## src/rtl/lcd_timing_pkg.sv

```systemverilog
`default_nettype none
// +----------------------------------------------------------------------+
// | lcd_timing_pkg                                                       |
// | Shared phase encoding, default 480x272 timing and phase helpers.     |
// | Revision: 1.0                                                        |
// +----------------------------------------------------------------------+
package lcd_timing_pkg;

  typedef enum logic [1:0] {
    PH_SYNC   = 2'd0,
    PH_BACK   = 2'd1,
    PH_ACTIVE = 2'd2,
    PH_FRONT  = 2'd3
  } phase_t;

  localparam int c_len_w = 16;
  localparam logic [c_len_w-1:0] c_one = c_len_w'(1);

  localparam int c_h_active_dflt = 480;
  localparam int c_h_fp_dflt     = 2;
  localparam int c_h_sync_dflt   = 41;
  localparam int c_h_bp_dflt     = 2;
  localparam int c_v_active_dflt = 272;
  localparam int c_v_fp_dflt     = 2;
  localparam int c_v_sync_dflt   = 10;
  localparam int c_v_bp_dflt     = 2;

  function automatic logic [c_len_w-1:0] phase_len(
    input phase_t             ph,
    input logic [c_len_w-1:0] len_sync,
    input logic [c_len_w-1:0] len_back,
    input logic [c_len_w-1:0] len_active,
    input logic [c_len_w-1:0] len_front
  );
    case (ph)
      PH_SYNC:   return len_sync;
      PH_BACK:   return len_back;
      PH_ACTIVE: return len_active;
      PH_FRONT:  return len_front;
      default:   return len_sync;
    endcase
  endfunction

  function automatic phase_t phase_next(input phase_t ph);
    case (ph)
      PH_SYNC:   return PH_BACK;
      PH_BACK:   return PH_ACTIVE;
      PH_ACTIVE: return PH_FRONT;
      PH_FRONT:  return PH_SYNC;
      default:   return PH_SYNC;
    endcase
  endfunction

endpackage
`default_nettype wire

```

## src/rtl/lcd_phase_counter.sv

```systemverilog
`default_nettype none
// +----------------------------------------------------------------------+
// | lcd_phase_counter                                                    |
// | One raster axis: SYNC->BACK->ACTIVE->FRONT phase FSM + down-counter. |
// | Revision: 1.0                                                        |
// +----------------------------------------------------------------------+
module lcd_phase_counter
  import lcd_timing_pkg::*;
(
  input  logic               i_clk,
  input  logic               i_rst_n,
  input  logic               i_step,
  input  logic [c_len_w-1:0] i_len_sync,
  input  logic [c_len_w-1:0] i_len_back,
  input  logic [c_len_w-1:0] i_len_active,
  input  logic [c_len_w-1:0] i_len_front,
  output logic [1:0]         o_phase,
  output logic [c_len_w-1:0] o_cnt,
  output logic               o_wrap
);

  phase_t             r_phase;
  logic [c_len_w-1:0] r_cnt;
  phase_t             w_next_phase;

  assign w_next_phase = phase_next(r_phase);

  always_ff @(posedge i_clk or negedge i_rst_n) begin
    if (!i_rst_n) begin
      r_phase <= PH_SYNC;
      r_cnt   <= i_len_sync - c_one;
    end else if (i_step) begin
      if (r_cnt == '0) begin
        r_phase <= w_next_phase;
        r_cnt   <= phase_len(w_next_phase, i_len_sync, i_len_back,
                             i_len_active, i_len_front) - c_one;
      end else begin
        r_cnt <= r_cnt - c_one;
      end
    end
  end

  assign o_phase = r_phase;
  assign o_cnt   = r_cnt;
  // Last step of FRONT: the axis is about to wrap back into SYNC.
  assign o_wrap  = i_step && (r_phase == PH_FRONT) && (r_cnt == '0);

endmodule
`default_nettype wire

```

## src/rtl/lcd_timing_gen.sv

```systemverilog
`default_nettype none
// +----------------------------------------------------------------------+
// | lcd_timing_gen                                                       |
// | Parallel-RGB LCD raster timing: hsync/vsync/lcden, x/y, sof.         |
// | Option macro LCD_TIMING_FRAME_CNT_EN adds the o_frame_cnt output.    |
// | Revision: 1.0                                                        |
// +----------------------------------------------------------------------+
module lcd_timing_gen
  import lcd_timing_pkg::*;
#(
  parameter int H_ACTIVE = c_h_active_dflt,
  parameter int H_FP     = c_h_fp_dflt,
  parameter int H_SYNC   = c_h_sync_dflt,
  parameter int H_BP     = c_h_bp_dflt,
  parameter int V_ACTIVE = c_v_active_dflt,
  parameter int V_FP     = c_v_fp_dflt,
  parameter int V_SYNC   = c_v_sync_dflt,
  parameter int V_BP     = c_v_bp_dflt,
  parameter bit SYNC_POL = 1'b1
) (
  input  logic                        i_clk,
  input  logic                        i_rst_n,
  output logic                        o_hsync,
  output logic                        o_vsync,
  output logic                        o_lcden,
  output logic [$clog2(H_ACTIVE)-1:0] o_x,
  output logic [$clog2(V_ACTIVE)-1:0] o_y,
  output logic                        o_sof
`ifdef LCD_TIMING_FRAME_CNT_EN
  ,
  output logic [7:0]                  o_frame_cnt
`endif
);

  localparam int c_x_w = $clog2(H_ACTIVE);
  localparam int c_y_w = $clog2(V_ACTIVE);

  localparam logic [c_len_w-1:0] c_h_sync   = c_len_w'(H_SYNC);
  localparam logic [c_len_w-1:0] c_h_back   = c_len_w'(H_BP);
  localparam logic [c_len_w-1:0] c_h_active = c_len_w'(H_ACTIVE);
  localparam logic [c_len_w-1:0] c_h_front  = c_len_w'(H_FP);
  localparam logic [c_len_w-1:0] c_v_sync   = c_len_w'(V_SYNC);
  localparam logic [c_len_w-1:0] c_v_back   = c_len_w'(V_BP);
  localparam logic [c_len_w-1:0] c_v_active = c_len_w'(V_ACTIVE);
  localparam logic [c_len_w-1:0] c_v_front  = c_len_w'(V_FP);
  localparam logic [c_len_w-1:0] c_h_last   = c_len_w'(H_ACTIVE - 1);
  localparam logic [c_len_w-1:0] c_v_last   = c_len_w'(V_ACTIVE - 1);

  generate
    if (H_ACTIVE < 1 || H_FP < 1 || H_SYNC < 1 || H_BP < 1 ||
        V_ACTIVE < 1 || V_FP < 1 || V_SYNC < 1 || V_BP < 1) begin : g_len_check
      $error("lcd_timing_gen: every phase length must be at least 1");
    end
  endgenerate

  logic [1:0]         w_h_phase;
  logic [1:0]         w_v_phase;
  logic [c_len_w-1:0] w_h_cnt;
  logic [c_len_w-1:0] w_v_cnt;
  logic               w_h_wrap;
  logic               w_v_wrap;
  logic               w_h_active;
  logic               w_v_active;

  logic               r_at_start;
  logic               r_hsync;
  logic               r_vsync;
  logic               r_lcden;
  logic               r_sof;
  logic [c_x_w-1:0]   r_x;
  logic [c_y_w-1:0]   r_y;

  lcd_phase_counter u_h_axis (
    .i_clk        (i_clk),
    .i_rst_n      (i_rst_n),
    .i_step       (1'b1),
    .i_len_sync   (c_h_sync),
    .i_len_back   (c_h_back),
    .i_len_active (c_h_active),
    .i_len_front  (c_h_front),
    .o_phase      (w_h_phase),
    .o_cnt        (w_h_cnt),
    .o_wrap       (w_h_wrap)
  );

  lcd_phase_counter u_v_axis (
    .i_clk        (i_clk),
    .i_rst_n      (i_rst_n),
    .i_step       (w_h_wrap),
    .i_len_sync   (c_v_sync),
    .i_len_back   (c_v_back),
    .i_len_active (c_v_active),
    .i_len_front  (c_v_front),
    .o_phase      (w_v_phase),
    .o_cnt        (w_v_cnt),
    .o_wrap       (w_v_wrap)
  );

  assign w_h_active = (w_h_phase == PH_ACTIVE);
  assign w_v_active = (w_v_phase == PH_ACTIVE);

  // Ports lag the axis state by one register stage; r_at_start marks
  // that the state currently sits on frame clock 0.
  always_ff @(posedge i_clk or negedge i_rst_n) begin
    if (!i_rst_n) begin
      r_at_start <= 1'b1;
      r_sof      <= 1'b0;
      r_hsync    <= SYNC_POL;
      r_vsync    <= SYNC_POL;
      r_lcden    <= 1'b0;
      r_x        <= '0;
      r_y        <= '0;
    end else begin
      r_at_start <= w_v_wrap;
      r_sof      <= r_at_start;
      r_hsync    <= (w_h_phase == PH_SYNC) ? SYNC_POL : ~SYNC_POL;
      r_vsync    <= (w_v_phase == PH_SYNC) ? SYNC_POL : ~SYNC_POL;
      r_lcden    <= w_h_active && w_v_active;
      r_x        <= w_h_active ? c_x_w'(c_h_last - w_h_cnt) : '0;
      r_y        <= w_v_active ? c_y_w'(c_v_last - w_v_cnt) : '0;
    end
  end

  assign o_hsync = r_hsync;
  assign o_vsync = r_vsync;
  assign o_lcden = r_lcden;
  assign o_x     = r_x;
  assign o_y     = r_y;
  assign o_sof   = r_sof;

`ifdef LCD_TIMING_FRAME_CNT_EN
  logic       r_first_sof;
  logic [7:0] r_frame_cnt;

  // Counts frames after the first; steps in the same cycle o_sof rises.
  always_ff @(posedge i_clk or negedge i_rst_n) begin
    if (!i_rst_n) begin
      r_first_sof <= 1'b1;
      r_frame_cnt <= '0;
    end else if (r_at_start) begin
      r_first_sof <= 1'b0;
      if (!r_first_sof) begin
        r_frame_cnt <= r_frame_cnt + 8'd1;
      end
    end
  end

  assign o_frame_cnt = r_frame_cnt;
`endif

endmodule
`default_nettype wire

```

## config.mk

```make
export PLATFORM = sky130hd
export DESIGN_NAME = lcd_timing_gen
export DESIGN_NICKNAME = d
export VERILOG_FILES = /design/src/rtl/lcd_timing_pkg.sv /design/src/rtl/lcd_phase_counter.sv /design/src/rtl/lcd_timing_gen.sv
export SDC_FILE = /design/constraint.sdc
export NUM_CORES = 1
export LEC_CHECK = 0
export ABC_AREA = 0
export BUFFER_PORTS_ARGS = -buffer_cell sky130_fd_sc_hd__buf_2
export CELL_PAD_IN_SITES_DETAIL_PLACEMENT = 0
export CELL_PAD_IN_SITES_GLOBAL_PLACEMENT = 1
export CORE_MARGIN = 3
export CORE_UTILIZATION = 47
export DETAILED_ROUTE_END_ITERATION = 7
export GPL_TIMING_DRIVEN = 0
export PLACE_DENSITY = 0.85
export SYNTH_ARGS = -nofsm -noshare
export SYNTH_HDL_FRONTEND = slang
export SYNTH_SLANG_ARGS = --single-unit
```

## constraint.sdc

```tcl
create_clock -name i_clk -period 4.4 [get_ports i_clk]
set_input_delay 0.22 -clock i_clk [delete_from_list [all_inputs] [get_ports i_clk]]
set_output_delay 0.22 -clock i_clk [all_outputs]
set_load 0.02 [all_outputs]
```

==> impl_metrics.py <==
metrics = {
    "synth": {
        "synth-async-reset-ratio_pct": 100,
        "yosys_warnings": 0,
        "synth-simple-area-share_pct": 21.4,
        "yosysTopAreaCellShare_pct": 45.7,
        "mappedNetlistArea_mm2": 0.00285,
        "postSynthNetCount": 273,
        "synth_top_family_by_area": "simple AND/OR/NAND/NOR gates",
        "ys_top_cells_by_count": "52 x dfrtp_1, 21 x nor2_1, 19 x xnor2_1",
        "synthFlopType": "dfrtp_1",
        "number_of_flops_mapped_to_enable_cells_by_yosys": 0,
        "synth.avg_cell_area_um2": 11.1,
        "yosys.cell_types.count": 50,
        "post_synth_xor_area_fraction_pct": 7.99,
        "top_area_cells_in_the_synthesized_netlist": "dfrtp_1 46%, dfstp_2 6.5%, ha_1 6.1%",
        "yosys.cell_count.top_type": "dfrtp_1",
        "yosys_register_bits": 59,
        "adder_cell_share_of_the_synthesized_area_pct": 6.15,
        "yosys.area.top_type": "dfrtp_1",
        "synth-compound-area-share_pct": 10.1,
        "post_synthesis_instance_total": 257,
        "seq_area_frac_synth_pct": 52.1,
        "synth.area.mux_share_pct": 0.351,
    },
    "pwr": {
        "worst_ir_drop_vdd_uv": 185,
        "leakage_power_figure_nw": 1.55,
        "p_seq_share_pct": 52.7,
        "p_clk_share_pct": 46.3,
        "switching_share_pct": 20.7,
        "power_report.internal_total_uw": 817,
        "power_density_normalized_to_cell_area_mw_per_mm2": 317,
        "power.switching_uw": 213,
        "comb_power_share_pct": 1.0,
    },
    "clock_network": {
        "clk_path_buf_depth": 2,
        "htreeDepth": 3,
        "quantity_of_hold_fixing_buffers_added_after_cts": 0,
        "clock_pin_slew_of_the_registers_on_the_worst_case_setup_and_hold_paths_ns": 0.06,
        "tritoncts": "built",
        "ctsResizeCount": 0,
        "cts_sinks": 59,
        "cts_buffers": 9,
        "cts-root-buf": "clkbuf_8",
        "postCtsSetupRepairBufs": 0,
        "clock_insertion_delay_worst_skew_ns": 0.33,
    },
    "critical_path": {
        "cp-endpoint": "u_h_axis.o_cnt[12]",
        "r2r_start": "u_h_axis.o_cnt[5]",
        "regToRegEndpoint": "u_h_axis.o_cnt[12]",
        "critPathArrivalTime_ns": 3.76,
        "worst_r2r_path_depth": 10,
        "max_stage_delay_ns": 0.61,
        "setup.reg_to_reg.worst_slack_ns": 0.88,
        "worstPathMaxFanout": 10,
        "crit_required_ns": 4.65,
        "setup.worst_path.class": "reg2reg",
        "cp-start-kind": "flip-flop",
        "end_kind": "flip-flop",
        "crit_path_cell_trace": "clkbuf_1, nor4_1, and3_1, a21oi_1, ha_1, or4b_2, a31o_2, a2111o_1, nor3_1, xor2_1",
        "setup.worst_path.start": "u_h_axis.o_cnt[5]",
        "crit_path_slowest_cell": "or4b_2",
    },
    "routing": {
        "detail-route-antenna-nets": 0,
        "drc": 0,
        "vias": 1963,
        "detailedRoute.firstIterationViolations": 97,
        "drt_first_pass_iters": 4,
        "detail_route.wirelength_um": 5150,
        "post_drt_wl_per_cell_um": 14.0,
        "vias_per_cell": 5.33,
    },
    "sta": {
        "hold_violations": 52,
        "setup_violations": 0,
        "timing.final.crit_share_pct": 79.9,
        "final_max_slew_viol_count": 0,
        "slew_headroom_pct": 52.1,
        "setup_tns_ns": 0,
        "rsz0062_at_grt": "no",
        "fmaxAchievable_ghz": 0.284,
        "holdWs_ns": -0.0591,
        "final.setup_skew_ns": 0.00614,
        "worst_pin_slew_ns": 0.718,
        "final.min_clock_period_ns": 3.52,
    },
    "global_route": {
        "first_global_vias": 1930,
        "global_route_congestion_overflow_total": 0,
        "grt_first_pass_wirelength_um": 9070,
        "antenna_violations_before_repair": 0,
        "grt_start_max_net_pins": 60,
        "grt_util_all_layers_pct": 16.2,
    },
    "final_layout": {
        "fill_cells": 482,
        "layout-area-overhead-vs-synth_pct": 14.1,
        "final_design_utilization_pct": 57.3,
        "finish.instance_area_mm2": 0.00325,
        "finalNetCount": 307,
        "instances_no_fill": 368,
        "diodes": 0,
        "share_of_layout_cells_above_drive_strength_1_pct": 19.9,
    },
    "hold_path": {
        "worstHoldPathType": "in2async",
    },
    "die": {
        "design.core.area_mm2": 0.00568,
        "top_level_ports": 24,
        "floorplan.die_area_mm2": 0.00704,
        "die_width_um": 83.9,
        "num_rows": 27,
        "die_height_um": 83.9,
        "effective_utilization_at_floorplan_pct": 50.2,
    },
    "placed_design": {
        "routabilityCongestion": 0.844,
        "dpl.cell_count": 352,
        "place_hpwl_um": 3650,
        "placed_area_mm2": 0.00306,
        "number_of_port_buffers": 23,
    },
    "status": {
        "status": "finished, violations left",
        "violations_in_the_final_reports": "negative hold slack",
    },
    "run": {
        "drv.max_cap_violation_count": 0,
    },
}
-- logic make-up after synthesis --
logic type	Yosys count
buf+inv	14
xor+xnor	26
mux	1
flops	59
compound gates	41
simple gates	102
fa+ha+maj	14
-- cells in the final DEF, fill, tap and decap left out, types with 2 or more instances in the layout --
cell,n
a21o_1,2
a21oi_1,8
a22oi_1,2
and2_1,11
and3_1,2
buf_2,22
clkbuf_1,6
clkbuf_8,10
clkinv_2,3
dfrtp_1,52
dfstp_2,7
ha_1,14
inv_1,9
nand2_1,12
nand3_1,10
nand3b_1,4
nor2_1,21
nor2b_1,11
nor3_1,9
nor4_1,2
o21ai_0,12
o21ai_1,2
or3_1,2
or3b_2,2
or4_1,4
or4_4,3
xnor2_1,19
xor2_1,7
-- sequential cells by signal (all words and copies together) (netlist names) --
| signal | cells |
|---|---|
| o_lcden | 1 |
| o_sof | 1 |
| o_hsync | 1 |
| r_at_start | 1 |
| u_v_axis.o_cnt | 16 |
| u_h_axis.o_phase | 2 |
| o_vsync | 1 |
| u_v_axis.o_phase | 2 |
| o_x | 9 |
| o_y | 9 |
| u_h_axis.o_cnt | 16 |
-- power groups by stage --
stage               combinational, mW  sequential (mW)  clock [mW]
CTS                            0.0112            0.543       0.493
global placement               0.0107            0.553           0
detailed placement             0.0111            0.553           0
finish                         0.0103            0.543       0.477
global route                   0.0129            0.542       0.521
floorplan                 0.000000588            0.553           0
-- worst min-delay path by stage --
stage,startpoint,end,slack [ns],cells after the start
global route,i_rst_n,o_x[0],0.004,1
finish,i_rst_n,o_x[0],-0.06,1
floorplan,i_rst_n,o_lcden,-0.08,0
global placement,r_at_start,o_sof,0.38,0
CTS,i_rst_n,u_h_axis.o_cnt[6],0.21,1
detailed placement,r_at_start,o_sof,0.38,0
-- worst max-delay path: cells and delay by family, from the launching register on --
kind                       cells  cell delay (ns)
AOI/OAI and AO/OA              3             0.97
xor gates and xnor gates       1             0.17
adders and majority gates      1             0.24
buffers and inverters          1             0.32
DFF                            1             0.54
and+or+nand+nor                4             1.19
-- stage by stage --
step	power (mW)	setup slack, ns
after floorplan	0.553	1.33
after global placement	0.563	0.978
after detailed placement	0.564	0.931
after CTS	1.05	0.893
after global routing	1.08	0.714
final	1.03	0.883
-- metal layers --
| layer | share of wire, % | GRT usage, % | vias to the layer above | wire length, µm |
|---|---|---|---|---|
| li1 | - | - | 975 | - |
| met1 | 52 | 23.4 | 939 | 2660 |
| met2 | 42 | 22.5 | 40 | 2180 |
| met3 | 4.1 | 3.55 | 9 | 213 |
| met4 | 1.9 | 8.77 | 0 | 99 |
| met5 | 0 | 0 | - | 0 |
-- area by class of cell --
type / count / area [µm²] / share of cell area (%)
plain buffers: 5 / 18.8 / 0.577
clock buffers: 11 / 141 / 4.35
clock inverters: 5 / 52.6 / 1.62
inverters: 9 / 33.8 / 1.04
multi-input cells: 184 / 1310 / 40.4
flip-flops and latches: 59 / 1490 / 45.7
well taps: 72 / 90.1 / 2.77
repair buffers: 23 / 118 / 3.62
Note: power is estimated with default switching activity, not from simulation.
